[config.mk]
export PLATFORM = sky130hd
export DESIGN_NAME = gpio_input_filter
export DESIGN_NICKNAME = d
export VERILOG_FILES = /design/src/rtl/gpio_pkg.sv /design/src/rtl/gpio_filter_cell.sv /design/src/rtl/gpio_input_filter.sv
export SDC_FILE = /design/constraint.sdc
export NUM_CORES = 1
export LEC_CHECK = 0
export CAP_MARGIN = 20
export CORE_UTILIZATION = 45
export DETAILED_ROUTE_END_ITERATION = 10
export PLACE_DENSITY = 0.68
export SYNTH_ARGS = -nofsm -noshare
export SYNTH_HDL_FRONTEND = slang
export SYNTH_SLANG_ARGS = --single-unit
export TNS_END_PERCENT = 10
[constraint.sdc]
create_clock -name clk -period 4.7 [get_ports clk]
set_input_delay 0.705 -clock clk [delete_from_list [all_inputs] [get_ports clk]]
set_output_delay 0.705 -clock clk [all_outputs]
set_load 0.05 [all_outputs]
[src/rtl/gpio_pkg.sv]
// Shared defaults for the GPIO input conditioning path.
package gpio_pkg;

   localparam int unsigned NUM_PINS_DEF = 32;
   localparam int unsigned PRESC_W_DEF  = 16;
   localparam int unsigned THR_W_DEF    = 8;

endpackage

[src/rtl/gpio_filter_cell.sv]
// Per-pin conditioning: 2-flop synchronizer, stability counter, filtered
// level and registered edge pulses.
module gpio_filter_cell
   import gpio_pkg::*;
#(
   parameter int unsigned THR_W = THR_W_DEF
) (
   input  logic             clk,
   input  logic             rst,
   input  logic             pin_raw,
   input  logic             filter_en,
   input  logic             tick,
   input  logic [THR_W-1:0] threshold,
   output logic             pin_filtered,
   output logic             rise_pulse,
   output logic             fall_pulse
);

   logic             sync1_q, sync1_d;
   logic             sync2_q, sync2_d;
   logic             level_q, level_d;
   logic             prev_q,  prev_d;
   logic             rise_q,  rise_d;
   logic             fall_q,  fall_d;
   logic [THR_W-1:0] cnt_q,   cnt_d;

   logic [THR_W:0]   inc_full;
   logic [THR_W-1:0] inc_sat;
   logic [THR_W-1:0] thr_eff;

   // Next-state: synchronizer, bypass/debounce level, saturating counter, pulses.
   always_comb begin
      sync1_d  = pin_raw;
      sync2_d  = sync1_q;
      prev_d   = level_q;
      rise_d   = level_q & ~prev_q;
      fall_d   = ~level_q & prev_q;
      level_d  = level_q;
      cnt_d    = cnt_q;
      inc_full = {1'b0, cnt_q} + (THR_W+1)'(1);
      inc_sat  = inc_full[THR_W] ? '1 : inc_full[THR_W-1:0];
      thr_eff  = (threshold == '0) ? THR_W'(1) : threshold;

      if (!filter_en) begin
         level_d = sync2_q;
         cnt_d   = '0;
      end else if (sync2_q == level_q) begin
         cnt_d = '0;
      end else if (tick) begin
         // >= so a lowered threshold takes effect at the very next tick
         if (inc_sat >= thr_eff) begin
            level_d = ~level_q;
            cnt_d   = '0;
         end else begin
            cnt_d = inc_sat;
         end
      end
   end

   // State registers with synchronous reset.
   always_ff @(posedge clk) begin
      if (rst) begin
         sync1_q <= 1'b0;
         sync2_q <= 1'b0;
         level_q <= 1'b0;
         prev_q  <= 1'b0;
         rise_q  <= 1'b0;
         fall_q  <= 1'b0;
         cnt_q   <= '0;
      end else begin
         sync1_q <= sync1_d;
         sync2_q <= sync2_d;
         level_q <= level_d;
         prev_q  <= prev_d;
         rise_q  <= rise_d;
         fall_q  <= fall_d;
         cnt_q   <= cnt_d;
      end
   end

   assign pin_filtered = level_q;
   assign rise_pulse   = rise_q;
   assign fall_pulse   = fall_q;

endmodule

[src/rtl/gpio_input_filter.sv]
// GPIO input filter: shared sample prescaler plus one conditioning cell per pin.
module gpio_input_filter
   import gpio_pkg::*;
#(
   parameter int unsigned NUM_PINS = NUM_PINS_DEF,
   parameter int unsigned PRESC_W  = PRESC_W_DEF,
   parameter int unsigned THR_W    = THR_W_DEF
) (
   input  logic                clk,
   input  logic                rst,
   input  logic [NUM_PINS-1:0] pin_raw,
   input  logic [NUM_PINS-1:0] filter_en,
   input  logic [PRESC_W-1:0]  prescale,
   input  logic [THR_W-1:0]    threshold,
   output logic [NUM_PINS-1:0] pin_filtered,
   output logic [NUM_PINS-1:0] rise_pulse,
   output logic [NUM_PINS-1:0] fall_pulse,
   output logic                sample_tick
);

   logic [PRESC_W-1:0] presc_cnt_q, presc_cnt_d;
   logic               sample_tick_q, sample_tick_d;
   logic               tick;

   // Prescaler: >= makes a prescale drop below the count wrap at once.
   always_comb begin
      tick          = (presc_cnt_q >= prescale);
      presc_cnt_d   = tick ? '0 : presc_cnt_q + PRESC_W'(1);
      sample_tick_d = tick;
   end

   // Prescaler registers.
   always_ff @(posedge clk) begin
      if (rst) begin
         presc_cnt_q   <= '0;
         sample_tick_q <= 1'b0;
      end else begin
         presc_cnt_q   <= presc_cnt_d;
         sample_tick_q <= sample_tick_d;
      end
   end

   assign sample_tick = sample_tick_q;

   for (genvar i = 0; i < NUM_PINS; i++) begin : g_cell
      gpio_filter_cell #(
         .THR_W (THR_W)
      ) u_cell (
         .clk          (clk),
         .rst          (rst),
         .pin_raw      (pin_raw[i]),
         .filter_en    (filter_en[i]),
         .tick         (tick),
         .threshold    (threshold),
         .pin_filtered (pin_filtered[i]),
         .rise_pulse   (rise_pulse[i]),
         .fall_pulse   (fall_pulse[i])
      );
   end

endmodule
==> flow_metrics.tcl, run 1 <==
set metrics [dict create \
    cts_resized 0 \
    yosysTopAreaCell "dfxtp_1" \
    cp-start-kind "input port" \
    synth_seq_cells 465 \
    vias_per_cell 5.44 \
    worst_pin_slew_ns 0.737 \
    crit_arrival_ns 4.14 \
    cts.reportedPaths.clkPinSlew_ns 0.06 \
    grt_overflow_total 0 \
    die_w_um 250 \
    final.setup_skew_ns 0.0183 \
    yosysUniqueCellTypes 66 \
    worst-endpoint-required_ns 5.24 \
    path_class "in -> reg" \
    grt_setup_unrepaired "no" \
    slew_viol_final 0 \
    io_buffers 186 \
    period_minus_slack_ns 3.59 \
    htree_levels 2 \
    coreArea_um2 60700 \
    fin_nets 3753 \
    slew_headroom_pct 50.9 \
    ys_async_sr_fraction_pct 0 \
    routabilityCongestion 0.831 \
    die_h_um 250 \
    final_cells 4218 \
    r2r_start "g_cell[7].u_cell.cnt_q[0]$_SDFFE_PP0P_" \
    hp-class "reg -> reg" \
    num_vias 23000 \
    root_buffer "clkbuf_16" \
    setup-violations-final 0 \
    wire_per_inst_um 15.6 \
    syn_area_um2 27800 \
    grt_max_degree 104 \
    dr.pass1.iters 6 \
    cp_max_fo 32 \
    grt_usage_pct 20.9 \
    p_total_uw 9120 \
    cts_buffers 52 \
    place_hpwl_mm 44.3 \
    placed_cell_area_um2 29600 \
    ys.flop_type "dfxtp_1" \
    ys_warn_count 0 \
    power_density_nw_per_um2 289 \
    netlist_instances 3329 \
    max_cap_viol_count 0 \
    pin_count 187 \
    fp.dieArea_um2 62700 \
    status "finished clean" \
    clk_path_buf_depth 3 \
    grt_pass1_vias 21500 \
    holdBufCountCts 0 \
    hold_viol_final 0 \
    synthTopCellsByCount "dfxtp_1, nand2_1, nand3_1" \
    yosysMostFrequentCell "dfxtp_1" \
    synth_area_per_cell_um2 8.34 \
    cts_sinks 465 \
    critPathCaptureType "register" \
    grt_pass1_wl_mm 109 \
    hold_slack_ns 0.399 \
    cts_tree "built" \
    drive_gt1_share_pct 6.52 \
    synthTopCellsByArea "dfxtp_1, ha_1, nand3_1" \
    cp-startpoint "threshold[5]" \
    cts_setup_buffers 0 \
    row_count 90 \
    antenna_found_initial 4 \
    synth.net_count 3692 \
    fin_setup_tns_ns 0 \
    synth_top_area_share_pct 33.5 \
    ir_drop_v 0.000304 \
    initial_core_util_pct 45.7 \
    synth_edf_count 0 \
    drc 0 \
    seq_area_frac_synth_pct 33.5 \
    worstHoldStart "g_cell[0].u_cell.prev_q$_SDFF_PP0_" \
    leakage_uw 0.0131 \
    dp.cells 4118 \
    syn_to_final_growth_pct 13.7 \
    drt_iter0_drc 1439 \
    post-route-period-util_pct 76.5 \
    clock_latency_ns 0.61 \
    ant_nets 0 \
    fin_area_um2 31500 \
    routed_wl_mm 66.0 \
    max_freq_mhz 278 \
]
-- cell usage in the layout (no fill, tap or decap), types with 52 or more instances in the layout --
cell / Yosys / final
nor3_1: 73 / 73
nand2_1: 389 / 389
nand3_1: 301 / 301
dfxtp_1: 465 / 465
nor2b_1: 78 / 78
a21oi_1: 267 / 267
clkbuf_16: 0 / 53
inv_1: 88 / 82
o21ai_0: 65 / 65
nand2b_1: 134 / 134
nand4_1: 52 / 52
xor2_1: 78 / 78
and3_1: 59 / 59
clkdlybuf4s50_1: 0 / 184
xnor2_1: 64 / 64
nor2_1: 227 / 227
ha_1: 273 / 273
-- registers in the layout, summed over array words and instances (netlist names) --
register	cells
g_cell.u_cell.cnt_q	256
g_cell.u_cell.fall_pulse	32
g_cell.u_cell.pin_filtered	32
g_cell.u_cell.prev_q	32
g_cell.u_cell.rise_pulse	32
g_cell.u_cell.sync1_q	32
g_cell.u_cell.sync2_q	32
presc_cnt_q	16
sample_tick	1
-- per-layer routing --
metal | GRT usage, % | vias up | part of all wire, %
li1 | - | 11800 | -
met1 | 28.8 | 10600 | 49
met2 | 32.9 | 443 | 43
met3 | 3.96 | 98 | 5.9
met4 | 6.13 | 4 | 2.2
met5 | 0 | - | 0.033
-- cell type report --
cell class | count | area [um2]
diodes | 3 | 7.51
clock buffers | 62 | 1420
clock inverters | 35 | 507
fillers | 5680 | 29200
inverters | 89 | 337
multi-input cells | 2567 | 16800
flip-flops and latches | 465 | 9310
well taps | 782 | 978
repair buffers | 215 | 2230
-- critical path: stages --
cell,delay (ns)
clkdlybuf4s50_1,0.43
nor4_1,0.47
a41o_2,0.29
buf_12,0.26
ha_1,0.28
nand2b_1,0.15
a21oi_2,0.18
a221oi_2,0.07
a2111o_1,0.47
a2111oi_4,0.58
nor3b_2,0.24
-- cell families after synthesis --
family / share of synthesized area (%)
AND/OR/NAND/NOR: 27.0
adder cells (fa/ha/maj): 13.0
multiplexers: 2.51
AO/OA/AOI/OAI: 13.3
buffers and inverters: 6.10
XOR/XNOR: 4.48
flip-flops: 33.5
-- through the flow --
step	worst slack, ns	utilization [%]
2_1_floorplan	0.660	-
3_3_place_gp	0.476	48.8
3_5_place_dp	0.507	48.8
4_1_cts	1.16	52.0
5_1_grt	0.886	52.0
6_report	1.11	52.0
-- worst paths after layout --
kind | endpoint | slack (ns) | cells past startpoint
setup / recovery | g_cell[7].u_cell.cnt_q[1]$_SDFFE_PP0P_ | 1.11 | 11
hold / removal | g_cell[0].u_cell.rise_pulse$_SDFF_PP0_ | 0.40 | 1
setup reg to reg | g_cell[7].u_cell.cnt_q[1]$_SDFFE_PP0P_ | 1.22 | 11
hold reg to reg | g_cell[0].u_cell.rise_pulse$_SDFF_PP0_ | 0.40 | 1
-- report_power, final --
| group | internal, uW | switching, uW | leakage [uW] | total (uW) |
|---|---|---|---|---|
| clock network | 2820 | 1760 | 0.000943 | 4580 |
| registers | 3990 | 27.1 | 0.00376 | 4010 |
| logic | 221 | 303 | 0.00839 | 524 |
Power figures use the tool's default switching activity.
==> run 2, diff against run 1 <==
- PLACE_DENSITY: 0.68 -> 0.7
- clock period: 4.7 -> 3.21 ns (I/O delays scaled with it)
==> flow_metrics.tcl, run 2 (same netlist as run 1, synthesis figures left out) <==
set metrics [dict create \
    ir_drop_v 0.000383 \
    cts_buffers 53 \
    ant_nets 0 \
    pin_count 187 \
    initial_core_util_pct 45.7 \
    drive_gt1_share_pct 10.4 \
    fin_nets 3883 \
    clk_path_buf_depth 3 \
    rrSetupSlack_ns 0.17 \
    p_sw_share_pct 23.3 \
    grt_max_degree 77 \
    crit_buf_inv 1 \
    clkPwrFrac_pct 48.3 \
    grt_overflow_total 0 \
    period_minus_slack_ns 3.04 \
    die_w_um 250 \
    crit_arrival_ns 3.56 \
    grt_pass1_vias 21900 \
    io_buffers 186 \
    hold_viol_final 0 \
    syn_to_final_growth_pct 17.6 \
    worst_pin_slew_ns 0.713 \
    vias_per_cell 5.44 \
    fin_area_um2 32600 \
    cts.reportedPaths.clkPinSlew_ns 0.06 \
    leakage_uw 0.0137 \
    placed_cell_area_um2 30700 \
    power_density_nw_per_um2 396 \
    path_delay_family "simple AND/OR/NAND/NOR gates" \
    slew_viol_final 0 \
    pwr-share-comb_pct 6.2 \
    cp-endpoint "g_cell[7].u_cell.cnt_q[1]$_SDFFE_PP0P_" \
    r2r_start "g_cell[7].u_cell.cnt_q[0]$_SDFFE_PP0P_" \
    coreArea_um2 60700 \
    die_h_um 250 \
    post-route-period-util_pct 94.7 \
    largest_reg_flops 256 \
    cp-startpoint "g_cell[7].u_cell.cnt_q[0]$_SDFFE_PP0P_" \
    max_freq_mhz 329 \
    crit_chain "ha_1 > nand4_2 > or2_1 > and2_2 > ha_1 > nand2b_1 > a21oi_2 > nor3_1 > a2111o_1 > a2111oi_4 > buf_4 > nor3b_2" \
    cp_max_fo 8 \
    grt_usage_pct 21.1 \
    final_util_pct 53.8 \
    wire_per_inst_um 15.4 \
    grt_setup_unrepaired "yes" \
    hp-class "in -> reg" \
    final.setup_skew_ns 0.0289 \
    place_hpwl_mm 47.9 \
    most-common-layout-cells "dfxtp_1, nand2_1, nand3_1" \
    max_cap_viol_count 0 \
    drt_iter0_drc 1252 \
    fp.dieArea_um2 62700 \
    drc 0 \
    clock_latency_ns 0.61 \
    cts_tree "built" \
    routabilityCongestion 0.847 \
    r2r_cells 12 \
    antenna_found_initial 5 \
    grt_pass1_wl_mm 111 \
    max_stage_delay_ns 0.42 \
    dr.pass1.iters 5 \
    worst-endpoint-required_ns 3.73 \
    holdBufCountCts 0 \
    setup-violations-final 0 \
    slew_headroom_pct 52.3 \
    timing.critical_path.mode_cell "ha_1" \
    pwr-share-seq_pct 45.5 \
    r2r-end "g_cell[7].u_cell.cnt_q[1]$_SDFFE_PP0P_" \
    final_common_cell "dfxtp_1" \
    whs_path_depth 2 \
    critPathCaptureType "register" \
    largest_register "g_cell.u_cell.cnt_q" \
    routed_wl_mm 67.0 \
    crit_slowest_cell "a2111o_1" \
    cts_sinks 465 \
    cp-start-kind "register" \
    htree_levels 2 \
    num_vias 23600 \
    root_buffer "clkbuf_16" \
    internal_power_uw 9910 \
    row_count 90 \
    net-switching-power_uw 3010 \
    path_depth 12 \
    path_class "reg -> reg" \
    status "finished clean" \
]
## run 2: cell count changes in the layout (fill, tap and decap cells not counted), moves of 5 or more
| cell | change |
|---|---|
| dfxtp_2 | +5 |
| buf_12 | +9 |
| buf_4 | +120 |
| bufinv_16 | -7 |
| a2111oi_2 | +6 |
| dfxtp_1 | -5 |
## run 2: per-stage QoR
step / setup slack [ns] / total power (uW) / cells / hold slack, ns / TNS, ns
2_1_floorplan: 0.0172 / 6470 / 3329 / 0.384 / 0
3_3_place_gp: -0.415 / 6790 / 4247 / 0.389 / -55.42
3_5_place_dp: -0.486 / 6800 / 4247 / 0.392 / -68.29
4_1_cts: 0.0705 / 13100 / 4343 / 0.253 / 0
5_1_grt: -0.0878 / 13400 / 4343 / 0.294 / -0.446
6_report: 0.169 / 12900 / 4344 / 0.274 / 0
## run 2: final cells by class
type                       instances  area [um2]
tap                              782         978
sequential                       465        9320
multi-input combinational       2567       16900
antenna                            1        2.50
fill                            5485       28100
clock inverter                    25         267
timing repair buffer             344        3310
clock buffer                      71        1530
inverter                          89         344
## run 2: power by group through the flow
| stage | Clock (uW) | Combinational, uW | Sequential, uW |
|---|---|---|---|
| after floorplan | 0 | 474 | 5990 |
| after global placement | 0 | 784 | 6010 |
| after detailed placement | 0 | 796 | 6010 |
| after CTS | 6410 | 802 | 5880 |
| after global routing | 6650 | 878 | 5880 |
| final | 6240 | 801 | 5880 |
## run 2: worst min-delay path by stage
| stage | start | end |
|---|---|---|
| 4_1_cts | rst | g_cell[1].u_cell.sync1_q$_SDFF_PP0_ |
| 5_1_grt | rst | g_cell[11].u_cell.sync2_q$_SDFF_PP0_ |
| 2_1_floorplan | g_cell[0].u_cell.prev_q$_SDFF_PP0_ | g_cell[0].u_cell.rise_pulse$_SDFF_PP0_ |
| 6_report | rst | g_cell[25].u_cell.sync1_q$_SDFF_PP0_ |
| 3_3_place_gp | g_cell[28].u_cell.prev_q$_SDFF_PP0_ | g_cell[28].u_cell.rise_pulse$_SDFF_PP0_ |
| 3_5_place_dp | g_cell[16].u_cell.prev_q$_SDFF_PP0_ | g_cell[16].u_cell.rise_pulse$_SDFF_PP0_ |
## run 2: repair_timing
action,4_1_cts,5_1_grt
setup buffers,0,0
pin swaps,0,6
setup endpoints to repair,5,102
gates resized for setup,2,32
## run 2: routing by layer
layer	global-route usage (%)	part of all wire, %	vias up
met4	5.66	2.1	6
met1	28.7	47	10900
met2	34.3	45	493
met3	3.64	5.3	106
met5	0	0.054	-
li1	-	-	12100
## run 2: worst reg2reg max path, stage by stage (launching register included)
cell,delay [ns]
dfxtp_2,0.36
ha_1,0.19
nand4_2,0.14
or2_1,0.28
and2_2,0.21
ha_1,0.28
nand2b_1,0.15
a21oi_2,0.17
nor3_1,0.07
a2111o_1,0.43
a2111oi_4,0.35
buf_4,0.20
nor3b_2,0.15
==> run 3, diff against run 2 <==
- TNS_END_PERCENT: 10 -> 100
==> flow_metrics.tcl, run 3 (same netlist as run 1, synthesis figures left out) <==
set metrics [dict create \
    critPathCaptureType "register" \
    dr.pass1.iters 5 \
    min_to "g_cell[25].u_cell.sync1_q$_SDFF_PP0_" \
    cts.reportedPaths.clkPinSlew_ns 0.06 \
    grt_overflow_total 0 \
    slew_viol_final 0 \
    clk_path_buf_depth 3 \
    fp.dieArea_um2 62700 \
    syn_to_final_growth_pct 17.9 \
    drt_iter0_drc 1370 \
    cts_sinks 465 \
    die_w_um 250 \
    place_hpwl_mm 47.9 \
    max_freq_mhz 329 \
    largest_reg_flops 256 \
    timing.critical_path.mode_cell "buf_4" \
    routed_wl_mm 67.1 \
    fin_setup_tns_ns 0 \
    period_minus_slack_ns 3.04 \
    row_count 90 \
    slew_headroom_pct 51.3 \
    grt_pass1_vias 21900 \
    layout_setup_ws_ns 0.170 \
    max_stage_delay_ns 0.44 \
    grt_setup_unrepaired "no" \
    cp-startpoint "threshold[5]" \
    post-route-period-util_pct 94.7 \
    drive_gt1_share_pct 10.8 \
    cts_buffers 53 \
    worst_pin_slew_ns 0.728 \
    hold_viol_final 0 \
    root_buffer "clkbuf_16" \
    final_common_cell "dfxtp_1" \
    ir_drop_v 0.000384 \
    largest_register "g_cell.u_cell.cnt_q" \
    routabilityCongestion 0.847 \
    worst-endpoint-required_ns 3.72 \
    whs_path_depth 2 \
    fin_nets 3886 \
    die_h_um 250 \
    worstHoldStart "rst" \
    ant_nets 0 \
    pre_cts_ws_ns -0.486 \
    p_total_uw 12900 \
    rrSetupSlack_ns 0.18 \
    max_cap_viol_count 0 \
    pin_count 187 \
    crit_slowest_cell "clkdlybuf4s50_1" \
    grt_pass1_wl_mm 111 \
    grt_max_degree 77 \
    r2r_start "g_cell[11].u_cell.cnt_q[0]$_SDFFE_PP0P_" \
    final_util_pct 53.9 \
    leakage_uw 0.0138 \
    final.setup_skew_ns 0.0287 \
    r2r-end "g_cell[11].u_cell.cnt_q[0]$_SDFFE_PP0P_" \
    cts_tree "built" \
    status "finished clean" \
    setup-violations-final 0 \
    crit_chain "clkdlybuf4s50_1 > nor4_2 > a41o_4 > buf_4 > buf_12 > ha_1 > nand2b_1 > a21o_1 > maj3_1 > a211oi_2 > buf_4 > nand2_1 > o31ai_1" \
    power_density_nw_per_um2 395 \
    hp-class "in -> reg" \
    coreArea_um2 60700 \
    antenna_found_initial 5 \
    initial_core_util_pct 45.7 \
    cp-start-kind "input port" \
    drc 0 \
    crit_arrival_ns 3.55 \
    vias_per_cell 5.43 \
    most-common-layout-cells "dfxtp_1, nand2_1, nand3_1" \
    final_cells 4347 \
    r2r_cells 12 \
    wire_per_inst_um 15.4 \
    clock_latency_ns 0.61 \
    io_buffers 186 \
    htree_levels 2 \
    grt_usage_pct 21.1 \
    cp_max_fo 14 \
    path_class "in -> reg" \
    num_vias 23600 \
    dp.cells 4247 \
]
==> run 3: cell count changes in the layout (fill, tap and decap cells not counted), sizes merged <==
cell  delta
buf      +3
==> run 3: critical path: cells and delay by family <==
kind	cells	cell delay, ns
AND/OR/NAND/NOR	3	0.54
AO/OA/AOI/OAI	4	0.95
adder cells (fa/ha/maj)	2	0.59
buffers and inverters	4	0.98
==> run 3: layout make-up <==
cell class | instances | area (um2)
diodes | 1 | 2.50
clock buffers | 71 | 1530
clock inverters | 25 | 267
fillers | 5475 | 28000
inverters | 89 | 344
multi-input cells | 2567 | 17000
flip-flops and latches | 465 | 9320
well taps | 782 | 978
repair buffers | 347 | 3330
==> run 3: worst max-delay path by stage <==
stage,slack [ns],endpoint,cells past startpoint
floorplan,0.02,g_cell[7].u_cell.cnt_q[1]$_SDFFE_PP0P_,9
global placement,-0.41,g_cell[13].u_cell.cnt_q[2]$_SDFFE_PP0P_,12
detailed placement,-0.49,g_cell[15].u_cell.cnt_q[2]$_SDFFE_PP0P_,11
CTS,0.07,g_cell[15].u_cell.cnt_q[2]$_SDFFE_PP0P_,12
global route,0.004,g_cell[22].u_cell.cnt_q[0]$_SDFFE_PP0P_,12
finish,0.17,g_cell[20].u_cell.cnt_q[0]$_SDFFE_PP0P_,13
==> run 3: power by group <==
group          leakage [uW]  switching [uW]  internal, uW
Combinational       0.00912             451           355
Clock              0.000881            2520          3720
Sequential          0.00377            41.7          5840
Total                0.0138            3020          9920
==> run 3: what timing repair did <==
item                       CTS  global route
gates resized for setup      2            47
hold buffers                 0             0
setup buffers                0             3
pin swaps                    0             7
setup endpoints to repair    5           102
==> run 3: per-stage QoR <==
| step | hold slack, ns | area (um2) |
|---|---|---|
| finish | 0.275 | 32700 |
| global route | 0.294 | 32700 |
| CTS | 0.253 | 32500 |
| detailed placement | 0.392 | 30700 |
| global placement | 0.389 | 30700 |
| floorplan | 0.384 | 27800 |
==> run 3: metal layers <==
| metal | wire (um) | vias up | global-route usage (%) |
|---|---|---|---|
| met5 | 37 | - | 0 |
| li1 | - | 12100 | - |
| met4 | 1330 | 6 | 5.66 |
| met2 | 30400 | 467 | 34.3 |
| met1 | 31800 | 11000 | 28.7 |
| met3 | 3490 | 96 | 3.64 |
